## src/rtl/spi_shift_master.sv

```systemverilog
// spi_shift_master: SPI mode-0 master clocked by clk, using the edges
// of the divided spi_clk_in square wave as shift strobes.
module spi_shift_master #(
    parameter int DATA_WIDTH    = 8,
    parameter int CS_HOLD_EDGES = 1
) (
    input  logic                  clk,
    input  logic                  resetn,
    input  logic                  spi_clk_in,
    input  logic [DATA_WIDTH-1:0] tx_data,
    input  logic                  tx_last,
    input  logic                  tx_valid,
    output logic                  tx_ready,
    input  logic                  miso,
    output logic                  sclk,
    output logic                  mosi,
    output logic                  cs_n,
    output logic [DATA_WIDTH-1:0] rx_data,
    output logic                  rx_valid,
    output logic                  busy
);

    localparam int CW = $clog2(DATA_WIDTH + 1);

    typedef enum logic [2:0] {
        IDLE,
        ALIGN,
        SHIFT,
        NEXT,
        HOLD
    } stateT;

    stateT state, stateNext;

    logic                  sQ;
    logic                  rise;
    logic                  fall;
    logic                  txFire;
    logic                  lastQ;
    logic [CW-1:0]         cnt;
    logic [3:0]            holdCnt;
    logic [DATA_WIDTH-1:0] shiftReg;
    logic [DATA_WIDTH-1:0] rxShift;

    assign rise     = spi_clk_in & ~sQ;
    assign fall     = ~spi_clk_in & sQ;
    assign tx_ready = (state == IDLE) || (state == NEXT);
    assign busy     = (state != IDLE);
    assign txFire   = tx_valid & tx_ready;

    always_comb begin
        stateNext = state;
        unique case (state)
            IDLE:    if (txFire) stateNext = ALIGN;
            ALIGN:   if (fall) stateNext = SHIFT;
            SHIFT: begin
                if (fall && cnt == '0)
                    stateNext = lastQ ? HOLD : NEXT;
            end
            NEXT:    if (txFire) stateNext = ALIGN;
            HOLD:    if (holdCnt == '0) stateNext = IDLE;
            default: stateNext = IDLE;
        endcase
    end

    always_ff @(posedge clk) begin
        if (!resetn) state <= IDLE;
        else         state <= stateNext;
    end

    always_ff @(posedge clk) begin
        if (!resetn) begin
            sQ       <= 1'b0;
            sclk     <= 1'b0;
            mosi     <= 1'b0;
            cs_n     <= 1'b1;
            rx_data  <= '0;
            rx_valid <= 1'b0;
            lastQ    <= 1'b0;
            cnt      <= '0;
            holdCnt  <= '0;
            shiftReg <= '0;
            rxShift  <= '0;
        end else begin
            sQ       <= spi_clk_in;
            // sclk lags spi_clk_in by one clk so it moves with mosi
            sclk     <= (state == SHIFT) & spi_clk_in;
            rx_valid <= 1'b0;
            if (txFire) begin
                shiftReg <= tx_data;
                lastQ    <= tx_last;
                cnt      <= CW'(DATA_WIDTH);
                cs_n     <= 1'b0;
                mosi     <= tx_data[DATA_WIDTH-1];
            end
            if (state == SHIFT) begin
                if (rise) begin
                    rxShift <= {rxShift[DATA_WIDTH-2:0], miso};
                    cnt     <= cnt - 1'b1;
                end
                if (fall) begin
                    if (cnt != '0) begin
                        shiftReg <= shiftReg << 1;
                        mosi     <= shiftReg[DATA_WIDTH-2];
                    end else begin
                        rx_data  <= rxShift;
                        rx_valid <= 1'b1;
                        holdCnt  <= 4'(CS_HOLD_EDGES);
                    end
                end
            end
            if (state == HOLD) begin
                if (holdCnt == '0)
                    cs_n <= 1'b1;
                else if (fall)
                    holdCnt <= holdCnt - 1'b1;
            end
        end
    end

endmodule

```

## config.mk

```make
export PLATFORM = sky130hd
export DESIGN_NAME = spi_shift_master
export DESIGN_NICKNAME = d
export VERILOG_FILES = /design/src/rtl/spi_shift_master.sv
export SDC_FILE = /design/constraint.sdc
export NUM_CORES = 1
export LEC_CHECK = 0
export CAP_MARGIN = 40
export CORE_MARGIN = 2
export CORE_UTILIZATION = 26
export DETAILED_ROUTE_END_ITERATION = 7
export SETUP_SLACK_MARGIN = 0.5
export SLEW_MARGIN = 20
export SYNTH_ARGS = -nofsm -noshare
export SYNTH_HDL_FRONTEND = slang
export SYNTH_SLANG_ARGS = --single-unit
```

## constraint.sdc

```tcl
create_clock -name clk -period 1.4 [get_ports clk]
set_input_delay 0.21 -clock clk [delete_from_list [all_inputs] [get_ports clk]]
set_output_delay 0.21 -clock clk [all_outputs]
set_load 0.02 [all_outputs]
```

==> results of run 1 <==
## logic make-up (layout without fill, tap and decap cells)
group,after synthesis,count (layout)
fa+ha+maj,2,2
compound gates,53,53
xor+xnor,1,1
flops,40,40
simple gates,72,72
buf+inv,18,81
mux,10,10
## metrics by stage
step,instance area (µm²),hold slack [ns],power (mW),util
final,2730,0.373,2.58,0.424
after global routing,2730,0.394,2.68,0.424
after CTS,2540,0.357,2.57,0.396
after detailed placement,2290,0.447,1.52,0.357
after global placement,2290,0.444,1.52,0.357
after floorplan,1820,0.328,1.41,-
## layout make-up
class,count,area share
Clock inverter,1,0.0110
Inverter,6,0.00826
Multi-Input combinational cell,138,0.374
Clock buffer,7,0.0354
Sequential cell,40,0.305
Tap cell,77,0.0354
Timing Repair Buffer,67,0.231
## where the power goes
part / switching, mW / internal (mW) / leakage, nW
registers: 0.0316 / 1.17 / 0.334
logic: 0.152 / 0.186 / 0.711
clock network: 0.417 / 0.629 / 0.0645
## placed cells by master (no fill, tap or decap), drive strengths merged, types with 2 or more instances in the layout
master / count
dfxtp: 40
buf: 54
nor3b: 4
inv: 6
a211oi: 4
dlygate4sd2: 2
nand2b: 3
nor2: 7
o21a: 3
ha: 2
nor3: 6
o21ai: 12
clkbuf: 7
mux2i: 9
nand3b: 3
a311oi: 2
a21oi: 27
and2: 2
clkdlybuf4s50: 11
nand3: 6
nand2: 35
## how the worst max path moves through the flow
stage	from	to	cells after the start
after floorplan	state[0]$_SDFFE_PN0P_	shiftReg[2]$_SDFF_PN0_	6
after global placement	spi_clk_in	mosi$_SDFF_PN0_	6
after detailed placement	spi_clk_in	shiftReg[3]$_SDFF_PN0_	6
after CTS	state[1]$_SDFFE_PN0P_	rx_data[5]$_SDFFE_PN0P_	6
after global routing	state[1]$_SDFFE_PN0P_	rx_data[5]$_SDFFE_PN0P_	6
final	state[1]$_SDFFE_PN0P_	rx_data[0]$_SDFFE_PN0P_	6
## routing by layer
layer | vias up | part of all wire | track usage
met5 | - | 0 | 0
met4 | 0 | 0.023 | 0.0592
met3 | 10 | 0.028 | 0.0298
met2 | 18 | 0.48 | 0.192
met1 | 737 | 0.47 | 0.145
li1 | 807 | - | -
## registers in the layout, summed over array words and instances (netlist names)
| register | count |
|---|---|
| cnt | 4 |
| cs_n | 1 |
| holdCnt | 4 |
| lastQ | 1 |
| mosi | 1 |
| rxShift | 8 |
| rx_data | 8 |
| rx_valid | 1 |
| sQ | 1 |
| sclk | 1 |
| shiftReg | 7 |
| state | 3 |
## repair_timing
item                       in CTS  in global routing
pin swaps                       7                 22
setup buffers                   6                  8
setup endpoints to repair      53                 52
resized for setup             114                 39
hold endpoints to repair        0                  0
==> results.txt, run 1 <==
Top post-synthesis cells by count - dfxtp_1, nand2_1, a21oi_1, o21ai_0, mux2i_1
Clock transition at path regs - 0.08 ns
Post-synth top area cell - dfxtp_1
Drt wl/cell - 12.2 µm
Final hold violation count - 0
Worst setup EP type - register
Nature of the critical path startpoint - register
Vias per std cell - 4.68
CP peak stage delay - 0.39 ns
Multi-input gate area - 1020 µm²
Post-route DRC - 2
CTS tree - done
Signal arrival time at the worst endpoint - 1.66 ns
Total global-route track usage - 0.118
Die area - 7360 µm²
Buffer and inverter count on the worst path - 2
Top delay family on crit path - simple AND/OR/NAND/NOR gates
Clk_lat worst skew - 0.30 ns
Num ports - 28
WS Path Type - reg -> reg
Hold path startpoint - spi_clk_in
Global route overflow - 0
Initial DRC count - 71
Die height - 85.8 µm
Slowest CP cell - dfxtp_4
Req. time, crit path - 1.63 ns
Share of cells above drive strength 1 - 0.486
Root Buffer - clkbuf_8
Cells after synthesis - 196
Area contributors post-synth - dfxtp_1, nand2_1, a21oi_1, mux2i_1, o21ai_0
Hold depth - 2
Fin crit share - 1.02
Placer Congestion - 0.869
Post-Route WL - 4100 µm
Clk_skew - 0.00188 ns
Max-cap violations - 0
Final worst slack - -0.0302 ns
Worst r2r src - state[1]$_SDFFE_PN0P_
Die width - 85.8 µm
Async SR Flop Fraction - 0
Pre-CTS WS - -0.230 ns
Inst Count DP - 314
RSZ-0062 raised after global routing - true
Final Slew Violations - 0
Worst VDD drop - 0.000310 V
Most common cell in the netlist - dfxtp_1
WHS Endpoint - sQ$_SDFF_PN0_
CTS Hold Bufs - 0
# rows - 29
Crit path time final - 1.43 ns
Ys Warns - 0
Post-route ant nets - 0
Clk buf depth - 2
#FFs+latches synth - 40
CTS Buf Count - 5
Synth Flop Type - dfxtp_1
TritonRoute pass-1 iters - 8
Failing checks - DRC, setup timing
Synthesis-to-layout area growth - 56.7%
Status - finished with violations
Via count - 1572
H-tree depth - 2
Worst Reg2Reg Path Length in Cells - 6
Nets - 274
Post-synthesis mux area share - 0.0583
R2R Setup Slk - -0.03 ns
Synth unique cells - 39
Vias in the first global route - 1590
Syn_nets - 212
Pleak - 1.11 nW
Clock sink count - 40
Maximum clock frequency - 699 MHz
Slew headroom - 0.786
Adder-cell area share of the yosys netlist - 0.0144
Fin cells - 336
Port buffer count - 27
Critical Path Fanout Max - 5
Area share of and/or/nand/nor cells after synthesis - 0.214
Post-Syn Area per Cell - 8.87 µm²
Sequential fraction of the synthesis area - 0.460
Largest net degree at the start of global routing - 18
Ant. Diodes - 0
Initial core utilization - 0.271
Crit Reg-Reg Endpoint - rx_data[0]$_SDFFE_PN0P_
Yosys top cell area share - 0.460
Worst Hold Class - in -> reg
Endpoints failing setup - 10
Synth Area in XOR/XNOR - 0.00935
EDFF count, synth - 0
Complex-gate fraction of the synthesized area - 0.186
DP Wirelength - 2700 µm
Sum Neg Setup Slack - -0.169 ns
Power Density - 948 nW/µm²
Worst-Margin Slew - 0.317 ns
FF+latch area - 832 µm²
Global-route wire length before repair - 7050 µm
Largest family of logic cells by synthesized area - simple AND/OR/NAND/NOR gates
Syn Std Cell Area - 1740 µm²
CP cell instances - nor3b_4 -> buf_6 -> and3_4 -> buf_12 -> nand2_1 -> a21oi_1
Initial antenna violation count - 0
Filler cells - 613
Core area - 6420 µm²
No activity file was read; power rests on OpenSTA's default activity.
==> inputs of run 2 (changes only) <==
--- a/config.mk
+++ b/config.mk
@@ -9,7 +9,7 @@
 export CORE_MARGIN = 2
 export CORE_UTILIZATION = 26
 export DETAILED_ROUTE_END_ITERATION = 7
-export SETUP_SLACK_MARGIN = 0.5
+export SETUP_SLACK_MARGIN = 0.15
 export SLEW_MARGIN = 20
 export SYNTH_ARGS = -nofsm -noshare
 export SYNTH_HDL_FRONTEND = slang
==> run 2 against run 1 <==
Effect of this change:
- first-iteration DRC count grew 69%
- highest routed layer unchanged
- the flow finishes with violations (setup timing)
- critical endpoint is now rx_data[2]$_SDFFE_PN0P_
- power is 8.4% lower
- worst setup slack worse by 0.069 ns
- utilization up 1.1 points
- die area is the same
- flip-flop and latch count did not move
- final area up 2.7%
- non-clock buffer count is the same
==> results.txt, run 2 (synthesis gave the netlist of run 1 again) <==
H-tree depth - 2 (unchanged)
Final hold violation count - 0 (unchanged)
Ant. Diodes - 0 (unchanged)
Largest net degree at the start of global routing - 16 (was 18)
Worst-Margin Slew - 0.353 ns (was 0.317 ns)
Commonest non-fill, non-tap cell in the layout - dfxtp_1 (was buf_4)
WS Path Type - reg -> reg (unchanged)
Port buffer count - 27 (unchanged)
Final worst slack - -0.0988 ns (was -0.0302 ns)
Inst Count DP - 314 (unchanged)
Crit Reg-Reg Endpoint - rx_data[2]$_SDFFE_PN0P_ (was rx_data[0]$_SDFFE_PN0P_)
Status - finished with violations (unchanged)
CTS tree - done (unchanged)
RSZ-0062 raised after global routing - true (unchanged)
Initial antenna violation count - 0 (unchanged)
TritonRoute pass-1 iters - 6 (was 8)
Global-route wire length before repair - 7060 µm (was 7050 µm)
Fin crit share - 1.07 (was 1.02)
Core area - 6420 µm² (unchanged)
Worst setup EP type - register (unchanged)
Initial DRC count - 120 (was 71)
Power Density - 846 nW/µm² (was 948 nW/µm²)
Drt wl/cell - 13.1 µm (was 12.2 µm)
Clock sink count - 40 (unchanged)
Via count - 1608 (was 1572)
Pre-CTS WS - -0.263 ns (was -0.230 ns)
# rows - 29 (unchanged)
Die height - 85.8 µm (unchanged)
Synthesis-to-layout area growth - 60.9% (was 56.7%)
Fin cells - 337 (was 336)
Global route overflow - 0 (unchanged)
Post-route ant nets - 0 (unchanged)
Worst VDD drop - 0.000368 V (was 0.000310 V)
Total global-route track usage - 0.117 (was 0.118)
Maximum clock frequency - 667 MHz (was 699 MHz)
Die width - 85.8 µm (unchanged)
Initial core utilization - 0.271 (unchanged)
Top flop regs - rxShift: 8 flops, rx_data: 8 flops, shiftReg: 7 flops (unchanged)
Endpoints failing setup - 31 (was 10)
Post-Route WL - 4400 µm (was 4100 µm)
DP Wirelength - 2670 µm (was 2700 µm)
Clk buf depth - 2 (unchanged)
Final Util - 0.436 (was 0.424)
Root Buffer - clkbuf_8 (unchanged)
Clock transition at path regs - 0.09 ns (was 0.08 ns)
Num ports - 28 (unchanged)
Nature of the critical path startpoint - register (unchanged)
Placer Congestion - 0.806 (was 0.869)
CP cell instances - nor3b_4 -> buf_4 -> buf_6 -> and3_4 -> buf_12 -> nand2_4 -> a21oi_2 (was nor3b_4 -> buf_6 -> and3_4 -> buf_12 -> nand2_1 -> a21oi_1)
Worst r2r src - state[1]$_SDFFE_PN0P_ (unchanged)
Vias in the first global route - 1548 (was 1590)
Clk_lat worst skew - 0.29 ns (was 0.30 ns)
Crit path time final - 1.50 ns (was 1.43 ns)
Die area - 7360 µm² (unchanged)
Vias per std cell - 4.77 (was 4.68)
Most frequent cells in the layout - dfxtp_1, buf_4, nand2_1, a21oi_2, clkdlybuf4s50_1 (was buf_4, nand2_1, dfxtp_1, buf_6, dfxtp_2)
Signal arrival time at the worst endpoint - 1.73 ns (was 1.66 ns)
Nets - 275 (was 274)
Critical Path Fanout Max - 7 (was 5)
Worst Hold Class - reg -> reg (was in -> reg)
Failing checks - setup timing (was DRC, setup timing)
Req. time, crit path - 1.64 ns (was 1.63 ns)
Hold path startpoint - rx_data[7]$_SDFFE_PN0P_ (was spi_clk_in)
Tot Pwr - 2.37 mW (was 2.58 mW)
Post-route DRC - 0 (was 2)
Pleak - 1.17 nW (was 1.11 nW)
R2R Setup Slk - -0.1 ns (was -0.03 ns)
Critical Path Source - state[1]$_SDFFE_PN0P_ (unchanged)
Max-cap violations - 0 (unchanged)
Slew headroom - 0.763 (was 0.786)
Crit path to - rx_data[2]$_SDFFE_PN0P_ (was rx_data[0]$_SDFFE_PN0P_)
CP peak stage delay - 0.39 ns (about the same)
Share of cells above drive strength 1 - 0.446 (was 0.486)
Worst Reg2Reg Path Length in Cells - 7 (was 6)
Final Slew Violations - 0 (unchanged)
CTS Buf Count - 5 (unchanged)
Slowest CP cell - dfxtp_4 (unchanged)
Clk_skew - 0.00775 ns (was 0.00188 ns)
CTS Hold Bufs - 0 (unchanged)
run 2: cell count changes in the layout (fill, tap and decap cells not counted), sizes merged:
cell | before | now
buf | 54 | 41
nand3 | 6 | 7
clkinvlp | 0 | 2
clkdlybuf4s50 | 11 | 13
clkbuf | 7 | 6
clkinv | 0 | 1
bufinv | 1 | 0
dlygate4sd2 | 2 | 12
run 2: critical path, delay by kind of cell (launching register included):
| family | cells | cell delay [ns] |
|---|---|---|
| flip-flops | 1 | 0.39 |
| AO/OA/AOI/OAI | 1 | 0.13 |
| AND/OR/NAND/NOR | 3 | 0.51 |
| buffers and inverters | 3 | 0.41 |
run 2: metal layers:
| layer | share of wire | track usage | vias to the layer above | routed length, µm |
|---|---|---|---|---|
| li1 | - | - | 810 | - |
| met1 | 0.47 | 0.153 | 771 | 2060 |
| met2 | 0.50 | 0.196 | 21 | 2190 |
| met3 | 0.021 | 0.0212 | 6 | 94 |
| met4 | 0.014 | 0.0390 | 0 | 61 |
| met5 | 0 | 0 | - | 0 |
run 2: power by group:
group	switching [mW]	internal (mW)	leakage, nW	total (mW)
Clock	0.429	0.353	0.0404	0.782
Sequential	0.0328	1.17	0.329	1.20
Combinational	0.175	0.209	0.798	0.384
run 2: repair_timing:
action / 4_1_cts / 5_1_grt
pin swaps: 11 / 26
gates resized for setup: 42 / 56
setup endpoints to repair: 51 / 40
buffers inserted: 5 / 7
gates cloned: 2 / 1
run 2: layout make-up:
cell class / instances / area (µm²)
fillers: 625 / 3620
well taps: 77 / 96.3
multi-input cells: 139 / 1130
clock buffers: 5 / 68.8
repair buffers: 67 / 639
clock inverters: 3 / 23.8
flip-flops and latches: 40 / 816
inverters: 6 / 22.5
run 2: worst min-delay path by stage:
stage,to,depth (start not counted)
6_report,rx_data[7]$_SDFFE_PN0P_,2
5_1_grt,rx_data[7]$_SDFFE_PN0P_,2
4_1_cts,rx_data[7]$_SDFFE_PN0P_,2
3_5_place_dp,rx_data[5]$_SDFFE_PN0P_,2
3_3_place_gp,rxShift[7]$_SDFFE_PN0P_,2
2_1_floorplan,state[1]$_SDFFE_PN0P_,1
run 2: per-stage QoR:
step	hold WS [ns]	area (µm²)	TNS (ns)
after floorplan	0.328	1810	-0.268
final	0.457	2800	-1.69
after global placement	0.447	2310	-4.37
after global routing	0.471	2800	-3.91
after detailed placement	0.450	2310	-4.99
after CTS	0.462	2520	-0.366
